**src/rtl/apb_pkg.sv**
```systemverilog
// apb_pkg
//   Shared definitions for the APB command master slice.
//   - apb_state_t : 2-bit FSM encoding (IDLE, SETUP, ACCESS, RESP)
//   - DEFAULT_ADDR_WIDTH / DEFAULT_DATA_WIDTH : default bus widths
//   - TDR_ADDR / TCR_ADDR : timer_counter_8bit register addresses
//   - cnt_width() : width of the ACCESS wait counter for a given limit
package apb_pkg;

  typedef enum logic [1:0] {
    ST_IDLE   = 2'd0,
    ST_SETUP  = 2'd1,
    ST_ACCESS = 2'd2,
    ST_RESP   = 2'd3
  } apb_state_t;

  localparam int DEFAULT_ADDR_WIDTH = 3;
  localparam int DEFAULT_DATA_WIDTH = 8;

  localparam logic [2:0] TDR_ADDR = 3'b010;
  localparam logic [2:0] TCR_ADDR = 3'b011;

  // A limit of 0 means "no timeout"; keep a 1-bit counter so the
  // hardware still elaborates with a legal width.
  function automatic int cnt_width(input int limit);
    return (limit > 0) ? $clog2(limit + 1) : 1;
  endfunction

endpackage

```
**src/rtl/apb_cmd_master_if.sv**
```systemverilog
// apb_cmd_master_if
//   Bundles the command channel, the response channel and the APB bus of
//   the command master.
//   Ports (signals):
//     cmd_valid/cmd_ready/cmd_write/cmd_addr/cmd_wdata : command in
//     rsp_valid/rsp_ready/rsp_rdata/rsp_err/rsp_timeout : response out
//     psel/penable/pwrite/paddr/pwdata/prdata/pready/pslverr : APB
//   Modports:
//     master : the command master (drives APB controls and responses)
//     slave  : the environment (drives commands and APB slave replies)
interface apb_cmd_master_if
  import apb_pkg::*;
#(
  parameter int ADDR_WIDTH = DEFAULT_ADDR_WIDTH,
  parameter int DATA_WIDTH = DEFAULT_DATA_WIDTH
);

  logic                  cmd_valid;
  logic                  cmd_ready;
  logic                  cmd_write;
  logic [ADDR_WIDTH-1:0] cmd_addr;
  logic [DATA_WIDTH-1:0] cmd_wdata;

  logic                  rsp_valid;
  logic                  rsp_ready;
  logic [DATA_WIDTH-1:0] rsp_rdata;
  logic                  rsp_err;
  logic                  rsp_timeout;

  logic                  psel;
  logic                  penable;
  logic                  pwrite;
  logic [ADDR_WIDTH-1:0] paddr;
  logic [DATA_WIDTH-1:0] pwdata;
  logic [DATA_WIDTH-1:0] prdata;
  logic                  pready;
  logic                  pslverr;

  modport master (
    input  cmd_valid, cmd_write, cmd_addr, cmd_wdata,
    output cmd_ready,
    output rsp_valid, rsp_rdata, rsp_err, rsp_timeout,
    input  rsp_ready,
    output psel, penable, pwrite, paddr, pwdata,
    input  prdata, pready, pslverr
  );

  modport slave (
    output cmd_valid, cmd_write, cmd_addr, cmd_wdata,
    input  cmd_ready,
    input  rsp_valid, rsp_rdata, rsp_err, rsp_timeout,
    output rsp_ready,
    input  psel, penable, pwrite, paddr, pwdata,
    output prdata, pready, pslverr
  );

endinterface

```
**src/rtl/apb_timeout_cnt.sv**
```systemverilog
// apb_timeout_cnt
//   Counts ACCESS cycles spent waiting for pready.
//   Ports:
//     clk, rst : clock, asynchronous active-high reset
//     clear    : load 1, i.e. "this is the first ACCESS cycle"
//     enable   : advance by one (saturating, never wraps)
//     limit    : abort threshold, 0 disables expiry
//     expired  : current cycle is the limit cycle (or beyond)
module apb_timeout_cnt #(
  parameter int WIDTH = 5
) (
  input  logic             clk,
  input  logic             rst,
  input  logic             clear,
  input  logic             enable,
  input  logic [WIDTH-1:0] limit,
  output logic             expired
);

  logic [WIDTH-1:0] count;

  // Clear happens on the edge entering ACCESS, so the count already reads 1
  // during the first ACCESS cycle and equals N during the N-th one.
  always_ff @(posedge clk or posedge rst) begin
    if (rst) begin
      count <= '0;
    end else if (clear) begin
      count <= WIDTH'(1);
    end else if (enable && (count != '1)) begin
      count <= count + WIDTH'(1);
    end
  end

  assign expired = (limit != '0) && (count >= limit);

endmodule

```
**src/rtl/apb_cmd_master.sv**
```systemverilog
// apb_cmd_master
//   APB initiator: accepts one command at a time on a valid/ready channel,
//   runs it as an APB SETUP/ACCESS transfer and returns the result on a
//   response channel that is held until consumed.
//   Parameters: ADDR_WIDTH, DATA_WIDTH, TIMEOUT (ACCESS cycles before abort,
//   0 = wait forever).
//   Ports:
//     pclk   : clock, rising edge
//     preset : asynchronous active-high reset
//     bus    : apb_cmd_master_if.master (command, response and APB signals)
module apb_cmd_master
  import apb_pkg::*;
#(
  parameter int ADDR_WIDTH = DEFAULT_ADDR_WIDTH,
  parameter int DATA_WIDTH = DEFAULT_DATA_WIDTH,
  parameter int TIMEOUT    = 16
) (
  input  logic             pclk,
  input  logic             preset,
  apb_cmd_master_if.master bus
);

  localparam int                   CNT_WIDTH = cnt_width(TIMEOUT);
  localparam logic [CNT_WIDTH-1:0] CNT_LIMIT = CNT_WIDTH'(TIMEOUT);

  apb_state_t state, state_next;

  logic                  psel_q,        psel_d;
  logic                  penable_q,     penable_d;
  logic                  pwrite_q,      pwrite_d;
  logic [ADDR_WIDTH-1:0] paddr_q,       paddr_d;
  logic [DATA_WIDTH-1:0] pwdata_q,      pwdata_d;
  logic                  rsp_valid_q,   rsp_valid_d;
  logic [DATA_WIDTH-1:0] rsp_rdata_q,   rsp_rdata_d;
  logic                  rsp_err_q,     rsp_err_d;
  logic                  rsp_timeout_q, rsp_timeout_d;

  logic cnt_clear;
  logic cnt_enable;
  logic cnt_expired;

  apb_timeout_cnt #(
    .WIDTH (CNT_WIDTH)
  ) u_timeout_cnt (
    .clk     (pclk),
    .rst     (preset),
    .clear   (cnt_clear),
    .enable  (cnt_enable),
    .limit   (CNT_LIMIT),
    .expired (cnt_expired)
  );

  // Next state and next register values. Every output holds by default so
  // paddr/pwrite/pwdata keep their last values while the bus is idle and
  // the response payload stays stable while it waits in RESP.
  always_comb begin
    state_next    = state;
    psel_d        = psel_q;
    penable_d     = penable_q;
    pwrite_d      = pwrite_q;
    paddr_d       = paddr_q;
    pwdata_d      = pwdata_q;
    rsp_valid_d   = rsp_valid_q;
    rsp_rdata_d   = rsp_rdata_q;
    rsp_err_d     = rsp_err_q;
    rsp_timeout_d = rsp_timeout_q;
    cnt_clear     = 1'b0;
    cnt_enable    = 1'b0;

    case (state)
      ST_IDLE: begin
        if (bus.cmd_valid) begin
          state_next = ST_SETUP;
          psel_d     = 1'b1;
          penable_d  = 1'b0;
          pwrite_d   = bus.cmd_write;
          paddr_d    = bus.cmd_addr;
          pwdata_d   = bus.cmd_write ? bus.cmd_wdata : '0;
        end
      end

      ST_SETUP: begin
        state_next = ST_ACCESS;
        penable_d  = 1'b1;
        cnt_clear  = 1'b1;
      end

      // pready is checked before the limit so a slave answering on the
      // limit cycle still completes normally.
      ST_ACCESS: begin
        if (bus.pready) begin
          state_next    = ST_RESP;
          psel_d        = 1'b0;
          penable_d     = 1'b0;
          rsp_valid_d   = 1'b1;
          rsp_rdata_d   = pwrite_q ? '0 : bus.prdata;
          rsp_err_d     = bus.pslverr;
          rsp_timeout_d = 1'b0;
        end else if (cnt_expired) begin
          state_next    = ST_RESP;
          psel_d        = 1'b0;
          penable_d     = 1'b0;
          rsp_valid_d   = 1'b1;
          rsp_rdata_d   = '0;
          rsp_err_d     = 1'b1;
          rsp_timeout_d = 1'b1;
        end else begin
          cnt_enable = 1'b1;
        end
      end

      ST_RESP: begin
        if (bus.rsp_ready) begin
          state_next  = ST_IDLE;
          rsp_valid_d = 1'b0;
        end
      end

      default: begin
        state_next = ST_IDLE;
      end
    endcase
  end

  // State and all bus/response outputs are registered; reset clears them
  // immediately, dropping any transfer or pending response.
  always_ff @(posedge pclk or posedge preset) begin
    if (preset) begin
      state         <= ST_IDLE;
      psel_q        <= 1'b0;
      penable_q     <= 1'b0;
      pwrite_q      <= 1'b0;
      paddr_q       <= '0;
      pwdata_q      <= '0;
      rsp_valid_q   <= 1'b0;
      rsp_rdata_q   <= '0;
      rsp_err_q     <= 1'b0;
      rsp_timeout_q <= 1'b0;
    end else begin
      state         <= state_next;
      psel_q        <= psel_d;
      penable_q     <= penable_d;
      pwrite_q      <= pwrite_d;
      paddr_q       <= paddr_d;
      pwdata_q      <= pwdata_d;
      rsp_valid_q   <= rsp_valid_d;
      rsp_rdata_q   <= rsp_rdata_d;
      rsp_err_q     <= rsp_err_d;
      rsp_timeout_q <= rsp_timeout_d;
    end
  end

  // Ready is only offered from IDLE, and never while reset is held.
  assign bus.cmd_ready   = (state == ST_IDLE) && !preset;

  assign bus.psel        = psel_q;
  assign bus.penable     = penable_q;
  assign bus.pwrite      = pwrite_q;
  assign bus.paddr       = paddr_q;
  assign bus.pwdata      = pwdata_q;
  assign bus.rsp_valid   = rsp_valid_q;
  assign bus.rsp_rdata   = rsp_rdata_q;
  assign bus.rsp_err     = rsp_err_q;
  assign bus.rsp_timeout = rsp_timeout_q;

endmodule

```
**src/flat_wrapper.sv**
```systemverilog
// flat-port wrapper written by rule: the top's interface ports become plain ports
module apb_cmd_master_flat import apb_pkg::*;
#(
  parameter int ADDR_WIDTH = DEFAULT_ADDR_WIDTH,
  parameter int DATA_WIDTH = DEFAULT_DATA_WIDTH,
  parameter int TIMEOUT    = 16
)
  (pclk, preset, bus_cmd_valid, bus_cmd_write, bus_cmd_addr, bus_cmd_wdata, bus_cmd_ready, bus_rsp_valid, bus_rsp_rdata, bus_rsp_err, bus_rsp_timeout, bus_rsp_ready, bus_psel, bus_penable, bus_pwrite, bus_paddr, bus_pwdata, bus_prdata, bus_pready, bus_pslverr);
  apb_cmd_master_if #(.ADDR_WIDTH(ADDR_WIDTH), .DATA_WIDTH(DATA_WIDTH)) bus_i ();
  input  logic pclk;
  input  logic preset;
  input wire logic [$bits(bus_i.cmd_valid)-1:0] bus_cmd_valid;
  input wire logic [$bits(bus_i.cmd_write)-1:0] bus_cmd_write;
  input wire logic [$bits(bus_i.cmd_addr)-1:0] bus_cmd_addr;
  input wire logic [$bits(bus_i.cmd_wdata)-1:0] bus_cmd_wdata;
  output wire logic [$bits(bus_i.cmd_ready)-1:0] bus_cmd_ready;
  output wire logic [$bits(bus_i.rsp_valid)-1:0] bus_rsp_valid;
  output wire logic [$bits(bus_i.rsp_rdata)-1:0] bus_rsp_rdata;
  output wire logic [$bits(bus_i.rsp_err)-1:0] bus_rsp_err;
  output wire logic [$bits(bus_i.rsp_timeout)-1:0] bus_rsp_timeout;
  input wire logic [$bits(bus_i.rsp_ready)-1:0] bus_rsp_ready;
  output wire logic [$bits(bus_i.psel)-1:0] bus_psel;
  output wire logic [$bits(bus_i.penable)-1:0] bus_penable;
  output wire logic [$bits(bus_i.pwrite)-1:0] bus_pwrite;
  output wire logic [$bits(bus_i.paddr)-1:0] bus_paddr;
  output wire logic [$bits(bus_i.pwdata)-1:0] bus_pwdata;
  input wire logic [$bits(bus_i.prdata)-1:0] bus_prdata;
  input wire logic [$bits(bus_i.pready)-1:0] bus_pready;
  input wire logic [$bits(bus_i.pslverr)-1:0] bus_pslverr;
  assign bus_i.cmd_valid = bus_cmd_valid;
  assign bus_i.cmd_write = bus_cmd_write;
  assign bus_i.cmd_addr = bus_cmd_addr;
  assign bus_i.cmd_wdata = bus_cmd_wdata;
  assign bus_cmd_ready = bus_i.cmd_ready;
  assign bus_rsp_valid = bus_i.rsp_valid;
  assign bus_rsp_rdata = bus_i.rsp_rdata;
  assign bus_rsp_err = bus_i.rsp_err;
  assign bus_rsp_timeout = bus_i.rsp_timeout;
  assign bus_i.rsp_ready = bus_rsp_ready;
  assign bus_psel = bus_i.psel;
  assign bus_penable = bus_i.penable;
  assign bus_pwrite = bus_i.pwrite;
  assign bus_paddr = bus_i.paddr;
  assign bus_pwdata = bus_i.pwdata;
  assign bus_i.prdata = bus_prdata;
  assign bus_i.pready = bus_pready;
  assign bus_i.pslverr = bus_pslverr;
  apb_cmd_master #(.ADDR_WIDTH(ADDR_WIDTH), .DATA_WIDTH(DATA_WIDTH), .TIMEOUT(TIMEOUT)) u_core (.pclk(pclk), .preset(preset), .bus(bus_i));
endmodule
```
**config.mk**
```make
export PLATFORM = sky130hd
export DESIGN_NAME = apb_cmd_master_flat
export DESIGN_NICKNAME = d
export VERILOG_FILES = /design/src/rtl/apb_pkg.sv /design/src/rtl/apb_cmd_master_if.sv /design/src/rtl/apb_timeout_cnt.sv /design/src/rtl/apb_cmd_master.sv /design/src/flat_wrapper.sv
export SDC_FILE = /design/constraint.sdc
export NUM_CORES = 1
export LEC_CHECK = 0
export CAP_MARGIN = 40
export CORE_UTILIZATION = 47
export DETAILED_ROUTE_END_ITERATION = 10
export PLACE_DENSITY = 0.81
export SLEW_MARGIN = 0
export SYNTH_ARGS = -nofsm -noshare
export SYNTH_HDL_FRONTEND = slang
export SYNTH_SLANG_ARGS = --single-unit
```
**constraint.sdc**
```tcl
create_clock -name pclk -period 4.44 [get_ports pclk]
set_input_delay 0.888 -clock pclk [delete_from_list [all_inputs] [get_ports pclk]]
set_output_delay 0.888 -clock pclk [all_outputs]
set_load 0.05 [all_outputs]
```
# After elaboration in Yosys (flattened, before gate mapping)
# Cells that the tools add are included.
[word_totals]
regBits = 32
output_inout_bits = 26
wordCells = 62
[classes]
add_sub_neg = 1
magnitude_cmp = 1
eq_ne = 7
muxes = 27
n_reduce_logical = 15
[ops]
columns = ["operator", "n"]
rows = [
  ["2-to-1 mux 8 bit", 4],
  ["2-to-1 mux 1 bit", 13],
  ["AND reduction 3 bit", 4],
  ["2-to-1 mux 5 bit", 2],
  ["2-to-1 mux 2 bit", 4],
  ["one-hot mux 2 bit (4 select lines)", 1],
  ["nonzero test 2 bit", 4],
  ["adder 5 x 1 -> 5 bit, second input constant", 1],
  ["greater-or-equal comparator 5 bit, second input constant", 1],
  ["inequality test 5 bit, second input constant", 1],
  ["== test 2 bit, second input constant", 2],
  ["inequality test 2 bit, second input constant", 2],
  ["one-hot mux 1 bit (2 select lines)", 2],
  ["AND reduction 2 bit", 2],
  ["inequality test 3 x 2 -> 1 bit, second input constant", 1],
  ["one-hot mux 1 bit (3 select lines)", 1],
  ["nonzero test 3 bit", 1],
  ["== test 2 x 1 -> 1 bit, second input constant", 1],
  ["logical AND 1 bit", 2],
  ["logical NOT 2 bit", 1],
  ["logical NOT 1 bit", 1],
]

# Depth between registers and ports, before layout
# Gate-level depths: netlist of run 1.
[depth]
depth_word = 7
depth_mapped = 6
ltp_nobuf = 6

# Cells and area by module
# Synthesis of run 1 repeated with hierarchy kept, for this count alone.
[unflattened]
hier_cells = 160
area_unflattened_um2 = 1579.0
[by_module_without_submodules]
columns = ["mod", "instances", "cells_each", "area_each_um2", "seq_area_each_um2"]
rows = [
  ["apb_cmd_master", 1, 120, 1203.7, 675.6],
  ["apb_timeout_cnt", 1, 40, 375.4, 125.1],
]

# Worst setup path after synthesis of run 1
# OpenSTA, ideal clock, no wires.
[synth_path]
path_type = "in2out"
start = "input port preset"
end = "output port bus_cmd_ready"
t_arrival_ns = 1.577
required_ns = 3.552
slack_ns = 1.975
path_stages = 1
path_buffers = 0
path_cell_list = "nor2b_1"
[synth_between]
elab_chain_cells = 2
[synth_lines]
columns = ["element", "line", "source"]
rows = [
  ["from (decl)", "flat_wrapper.sv:11", "input logic preset;"],
  ["logical NOT 1 bit (no line)", "-", ""],
  ["logical AND 1 bit", "apb_cmd_master.sv:154", "assign bus.cmd_ready = (state == ST_IDLE) && !preset;"],
  ["to (decl)", "flat_wrapper.sv:16", "output wire logic [$bits(bus_i.cmd_ready)-1:0] bus_cmd_ready;"],
]
# Every way passes these cells.

# Final worst setup path of run 1
# Ends and elaborated chain as after synthesis.

==> results of run 1 <==
[cells by family after synthesis]
kind of cell / synth area share (%)
AND/OR/NAND/NOR: 18.26
flip-flops: 55.13
buffers and inverters: 2.842
multiplexers: 6.804
adder cells (fa/ha/maj): 6.891
AO/OA/AOI/OAI: 9.475
XOR/XNOR: 0.6030
[registers in the layout (all words and copies together) (netlist names)]
name / flops
u_core.bus.paddr: 3
u_core.bus.penable: 1
u_core.bus.psel: 1
u_core.bus.pwdata: 8
u_core.bus.pwrite: 1
u_core.bus.rsp_err: 1
u_core.bus.rsp_rdata: 8
u_core.bus.rsp_timeout: 1
u_core.bus.rsp_valid: 1
u_core.state: 2
u_core.u_timeout_cnt.count: 5
[cells in the final DEF (no fill, tap or decap), types with 2 or more instances in the layout]
cell type	count
sky130_fd_sc_hd__o21ai_0	21
sky130_fd_sc_hd__mux2_2	6
sky130_fd_sc_hd__clkbuf_4	5
sky130_fd_sc_hd__inv_1	5
sky130_fd_sc_hd__dfrtp_1	32
sky130_fd_sc_hd__nand2_1	38
sky130_fd_sc_hd__nor2_1	5
sky130_fd_sc_hd__nand2b_1	2
sky130_fd_sc_hd__a21oi_1	2
sky130_fd_sc_hd__mux2i_1	2
sky130_fd_sc_hd__clkdlybuf4s50_1	51
sky130_fd_sc_hd__ha_1	8
sky130_fd_sc_hd__nor2b_1	6
sky130_fd_sc_hd__buf_4	2
sky130_fd_sc_hd__nor3_1	2
[report_power, final]
part	switching, uW	total [uW]	internal [uW]
logic	597	927	329
registers	76.2	493	416
clock network	99.1	217	118
[tightest hold or removal path: cells and delay by family (launching register included)]
kind,cells,cell delay (ns)
AOI/OAI and AO/OA,1,0.06
DFF,1,0.35
and+or+nand+nor,1,0.04
[cell type report]
type / instances / area, um^2 / share of cell area [%]
Sequential cell: 32 / 800.8 / 38.67
Multi-Input combinational cell: 101 / 610.6 / 29.49
Tap cell: 31 / 38.79 / 1.873
Clock buffer: 6 / 41.29 / 1.994
Inverter: 5 / 18.77 / 0.9063
Timing Repair Buffer: 53 / 525.5 / 25.38
Clock inverter: 2 / 35.03 / 1.692
[worst paths after layout]
kind | to | slack [ns] | cells after the start
setup / recovery | bus_cmd_ready | 1.33 | 3
hold / removal | u_core.bus.rsp_timeout | 0.49 | 2
setup reg to reg | u_core.u_timeout_cnt.count[3] | 2.38 | 6
hold reg to reg | u_core.bus.rsp_timeout | 0.49 | 2
max in group asynchronous | u_core.bus.rsp_err | 2.84 | 3
min in group asynchronous | u_core.state[1] | 0.94 | 2
[stage by stage]
stage          total power (uW)  area (um^2)  instances  setup slack [ns]
6_report                   1636         2071        230             1.330
5_1_grt                    1722         2071        230             1.252
4_1_cts                    1647         2071        230             1.325
3_5_place_dp               1426         1994        222             1.319
3_3_place_gp               1387         1987        221             1.330
2_1_floorplan              1114         1453        144             1.975
[metal layers]
layer  track usage, %  routed length [um]  up-vias  part of all wire [%]
li1                 -                   -      583                     -
met1            24.37                1372      557                    43
met2            36.54                1601       34                    50
met3            6.803                 191        6                   6.0
met4            6.969                  38        0                   1.2
met5                0                   0        -                     0
==> results.txt, run 1 <==
critical path launch point = preset
max-cap violations = 0
clock tree root buffer cell = sky130_fd_sc_hd__clkbuf_4
pin count of the biggest net entering global routing = 22
post-synth top area share = 55.12%
nature of the critical path endpoint = output port
final setup violation count = 0
wire length of the first global-routing pass = 5.168 mm
post-CTS setup-driven buffer insertion count = 0
drt total wl = 3.204 mm
Net Count, Synth = 178
prevailing post-synth register cell = sky130_fd_sc_hd__dfrtp_1
transition time at the pin with the least slew margin = 0.5985 ns
number of register bits inferred by synthesis = 32
Initial DRC Count = 55
DRT Pass-1 Iters = 7
area of the mapped netlist = 1453 um^2
effective utilization at floorplan = 50.92%
floorplan die height = 57.60 um
cell mode on critical path = sky130_fd_sc_hd__clkdlybuf4s50_1
I/O pin count = 52
number of library cell types mapped by synthesis = 21
peak per-stage delay on the critical path = 0.81 ns
type of the tightest min-delay check = flip-flop to flip-flop
clk_lat worst skew = 0.33 ns
pins over their slew limit = 0
Cell Chain, Critical Path = clkdlybuf4s50_1, nor2b_1, clkdlybuf4s50_1
areal power density over the cells = 790.2 nW/um^2
source of the worst hold timing path = u_core.bus.rsp_timeout
Slew headroom = 60.05%
clock tree from TritonCTS = yes
number of buffers on the longest clock path = 2
Leak Pwr = 0.0009359 uW
number of enable-type register cells in the synthesized netlist = 0
final hold vios = 0
vias in the first global route = 1177
core occupancy in the finished layout = 72.59%
count of H-tree levels built during CTS = 2
Worst Hold Margin = 0.4929 ns
worst setup skew after layout = 0.01064 ns
ratio of cells with drive above 1 in the final layout = 8.543%
CP max FO = 2
Via density = 5.130
violated checks = design-rule violations
synthesized instance count = 144
outcome = finished, violations left
crit-path leading delay family = buffers and inverters
leading cell types by total area after synthesis = sky130_fd_sc_hd__dfrtp_1 (55%), sky130_fd_sc_hd__nand2_1 (9.8%), sky130_fd_sc_hd__o21ai_0 (7.6%)
Site Rows = 19
total negative setup slack = 0 ns
GR Util All Layers = 21.01%
critical path data arrival time = 2.22 ns
gp weighted congestion = 0.7813
fin crit period = 3.110 ns
Max rail drop VDD = 0.5524 mV
average footprint of a synthesized cell = 10.09 um^2
synthesis-to-finish area growth = 42.55%
count of antenna diodes in the layout = 0
mean routed wirelength per cell = 13.93 um
antenna-violating nets left = 0
startpoint of the most critical register-to-register path = u_core.u_timeout_cnt.count[0]
core outline area = 2853 um^2
slowest stage cell on the critical path = sky130_fd_sc_hd__clkdlybuf4s50_1
Detail Placement HPWL = 2.430 mm
CTS-repair resized insts = 0
die boundary width = 57.60 um
Fill cells = 237
data required time at the worst endpoint = 3.55 ns
unrepaired setup endpoints after global routing = false
initial antenna violation count = 0
synthesis warning total = 0
CTS Hold Bufs = 0
Fmax = 0.3215 GHz
residual DRC count = 5
share of the yosys chip area belonging to registers = 55.12%
crit start category = input pin
dominant cell by count in the synthesized netlist = sky130_fd_sc_hd__nand2_1
remaining global-route overflow = 0
buffering stage count on the worst path with inverters included = 2
leading post-synthesis cells by instance count = sky130_fd_sc_hd__nand2_1 (38), sky130_fd_sc_hd__dfrtp_1 (32), sky130_fd_sc_hd__o21ai_0 (22)
DIE AREA = 3317 um^2
portion of the clock cycle consumed by the worst path in the final layout = 70.05%
fraction of registers with async set or reset after synthesis = 100.0%
count of vias placed by the detailed router = 1180
clock buffers created by TritonCTS = 5
largest area contributor in the synthesized netlist = sky130_fd_sc_hd__dfrtp_1
number of nets in the layout = 232
# clock sinks = 32
clock-pin slew reported for the worst setup and hold paths after clock tree synthesis = 0.09 ns
IO Port Bufs = 51
crit path kind = input pin to output port
Note: power is estimated with default switching activity, not from simulation.
==> run 2, diff against run 1 <==
--- a/config.mk
+++ b/config.mk
@@ -6,9 +6,9 @@
 export NUM_CORES = 1
 export LEC_CHECK = 0
 export CAP_MARGIN = 40
-export CORE_UTILIZATION = 47
+export CORE_UTILIZATION = 44
 export DETAILED_ROUTE_END_ITERATION = 10
-export PLACE_DENSITY = 0.81
+export PLACE_DENSITY = 0.77
 export SLEW_MARGIN = 0
 export SYNTH_ARGS = -nofsm -noshare
 export SYNTH_HDL_FRONTEND = slang
==> constraint.sdc (replaced) <==
create_clock -name pclk -period 3 [get_ports pclk]
set_input_delay 0.6 -clock pclk [delete_from_list [all_inputs] [get_ports pclk]]
set_output_delay 0.6 -clock pclk [all_outputs]
set_load 0.05 [all_outputs]
==> run 2 against run 1 <==
Compared with the run above: the run now ends clean; wire length fell by 12%; sequential cell count unchanged; critical path depth up 1; first-iteration DRC count down 64%; sequential power grew 47%; critical path type is now flip-flop to output port; largest power group unchanged.
==> results.txt, run 2 (same netlist as run 1, synthesis figures left out) <==
crit start category = flip-flop
nature of the critical path endpoint = output port
areal power density over the cells = 1127 nW/um^2
clk_lat worst skew = 0.32 ns
Detail Placement HPWL = 2.129 mm
count of antenna diodes in the layout = 0
gp weighted congestion = 0.7096
commonest cells after routing, fill and taps aside = sky130_fd_sc_hd__clkdlybuf4s50_1 (51), sky130_fd_sc_hd__nand2_1 (38), sky130_fd_sc_hd__dfrtp_1 (32)
residual DRC count = 0
portion of the clock cycle consumed by the worst path in the final layout = 86.59%
commonest non-fill, non-tap cell in the layout = sky130_fd_sc_hd__clkdlybuf4s50_1
footprint of the multi-input gates = 610.6 um^2
synthesis-to-finish area growth = 42.89%
count of vias placed by the detailed router = 1150
IO Port Bufs = 51
clock tree root buffer cell = sky130_fd_sc_hd__clkbuf_4
# clock sinks = 32
type of the tightest min-delay check = flip-flop to flip-flop
area taken by flip-flops and latches = 800.8 um^2
DIE AREA = 3535 um^2
floorplan die height = 59.46 um
Initial DRC Count = 20
effective utilization at floorplan = 46.81%
final setup violation count = 0
ratio of cells with drive above 1 in the final layout = 8.586%
DRT Pass-1 Iters = 4
clock buffers created by TritonCTS = 5
unrepaired setup endpoints after global routing = false
CTS-repair resized insts = 0
CTS Hold Bufs = 0
final hold vios = 0
mean routed wirelength per cell = 11.65 um
clock tree from TritonCTS = yes
transition time at the pin with the least slew margin = 0.5885 ns
total negative setup slack = 0 ns
initial antenna violation count = 0
Leak Pwr = 0.0009310 uW
count of H-tree levels built during CTS = 2
post-CTS setup-driven buffer insertion count = 0
core outline area = 3103 um^2
crit path kind = flip-flop to output port
GR Util All Layers = 17.31%
vias in the first global route = 1071
data required time at the worst endpoint = 2.40 ns
pins over their slew limit = 0
number of nets in the layout = 232
Fmax = 0.3849 GHz
worst setup skew after layout = 0.01463 ns
pin count of the biggest net entering global routing = 33
die boundary width = 59.46 um
clock-pin slew reported for the worst setup and hold paths after clock tree synthesis = 0.10 ns
wire length of the first global-routing pass = 4.574 mm
critical path data arrival time = 2.00 ns
Site Rows = 20
fin crit period = 2.598 ns
max-cap violations = 0
CP max FO = 4
Max rail drop VDD = 0.5712 mV
outcome = completed
Slew headroom = 60.67%
Via density = 4.752
antenna-violating nets left = 0
Non-Filler Instances = 242
remaining global-route overflow = 0
drt total wl = 2.820 mm
number of buffers on the longest clock path = 2
Fill cells = 263
number of placed cells counting well taps = 235
I/O pin count = 52
-- run 2: layout make-up --
cell class | count | share of cell area [%]
Clock buffer | 7 | 3.134
Inverter | 5 | 0.9042
Multi-Input combinational cell | 101 | 29.42
Sequential cell | 32 | 38.58
Tap cell | 44 | 2.652
Timing Repair Buffer | 53 | 25.32
-- run 2: worst paths after layout --
path | from | endpoint | slack, ns | cells after the start
min in group asynchronous | preset | u_core.bus.rsp_timeout | 0.69 | 3
setup / recovery | u_core.state[0] | bus_cmd_ready | 0.40 | 4
max in group asynchronous | preset | u_core.bus.penable | 2.02 | 3
hold reg to reg | u_core.bus.pwdata[2] | u_core.bus.pwdata[2] | 0.49 | 2
setup reg to reg | u_core.u_timeout_cnt.count[0] | u_core.u_timeout_cnt.count[3] | 1.01 | 6
hold / removal | u_core.bus.pwdata[2] | u_core.bus.pwdata[2] | 0.49 | 2
-- run 2: worst max-delay path, stage by stage, from the launching register on --
cell                              delay (ns)
sky130_fd_sc_hd__dfrtp_1                0.42
sky130_fd_sc_hd__inv_1                  0.13
sky130_fd_sc_hd__ha_1                   0.19
sky130_fd_sc_hd__nor2b_1                0.13
sky130_fd_sc_hd__clkdlybuf4s50_1        0.80
-- run 2: metal layers --
metal	routed length (um)	track usage [%]	share of wire, %	vias up
met4	41	6.122	1.5	0
met3	134	5.022	4.8	5
met2	1415	28.09	50	26
met1	1229	21.99	44	537
met5	0	0	0	-
li1	-	-	-	582
-- run 2: metrics by stage --
stage | worst slack (ns) | instance area, um^2 | hold slack, ns | util, % | power (uW)
after global placement | 0.4666 | 2011 | 0.4593 | 64.80 | 2058
after floorplan | 1.022 | 1453 | 0.5340 | - | 1649
after global routing | 0.2989 | 2076 | 0.5256 | 66.90 | 2490
after CTS | 0.3890 | 2076 | 0.4922 | 66.90 | 2365
after detailed placement | 0.4593 | 2011 | 0.4693 | 64.80 | 2093
final | 0.4022 | 2076 | 0.4858 | 66.90 | 2338
-- run 2: power by group --
part	total [uW]	switching (uW)	internal (uW)
Combinational	1350	863	485
Sequential	725	108	616
Clock	265	132	133
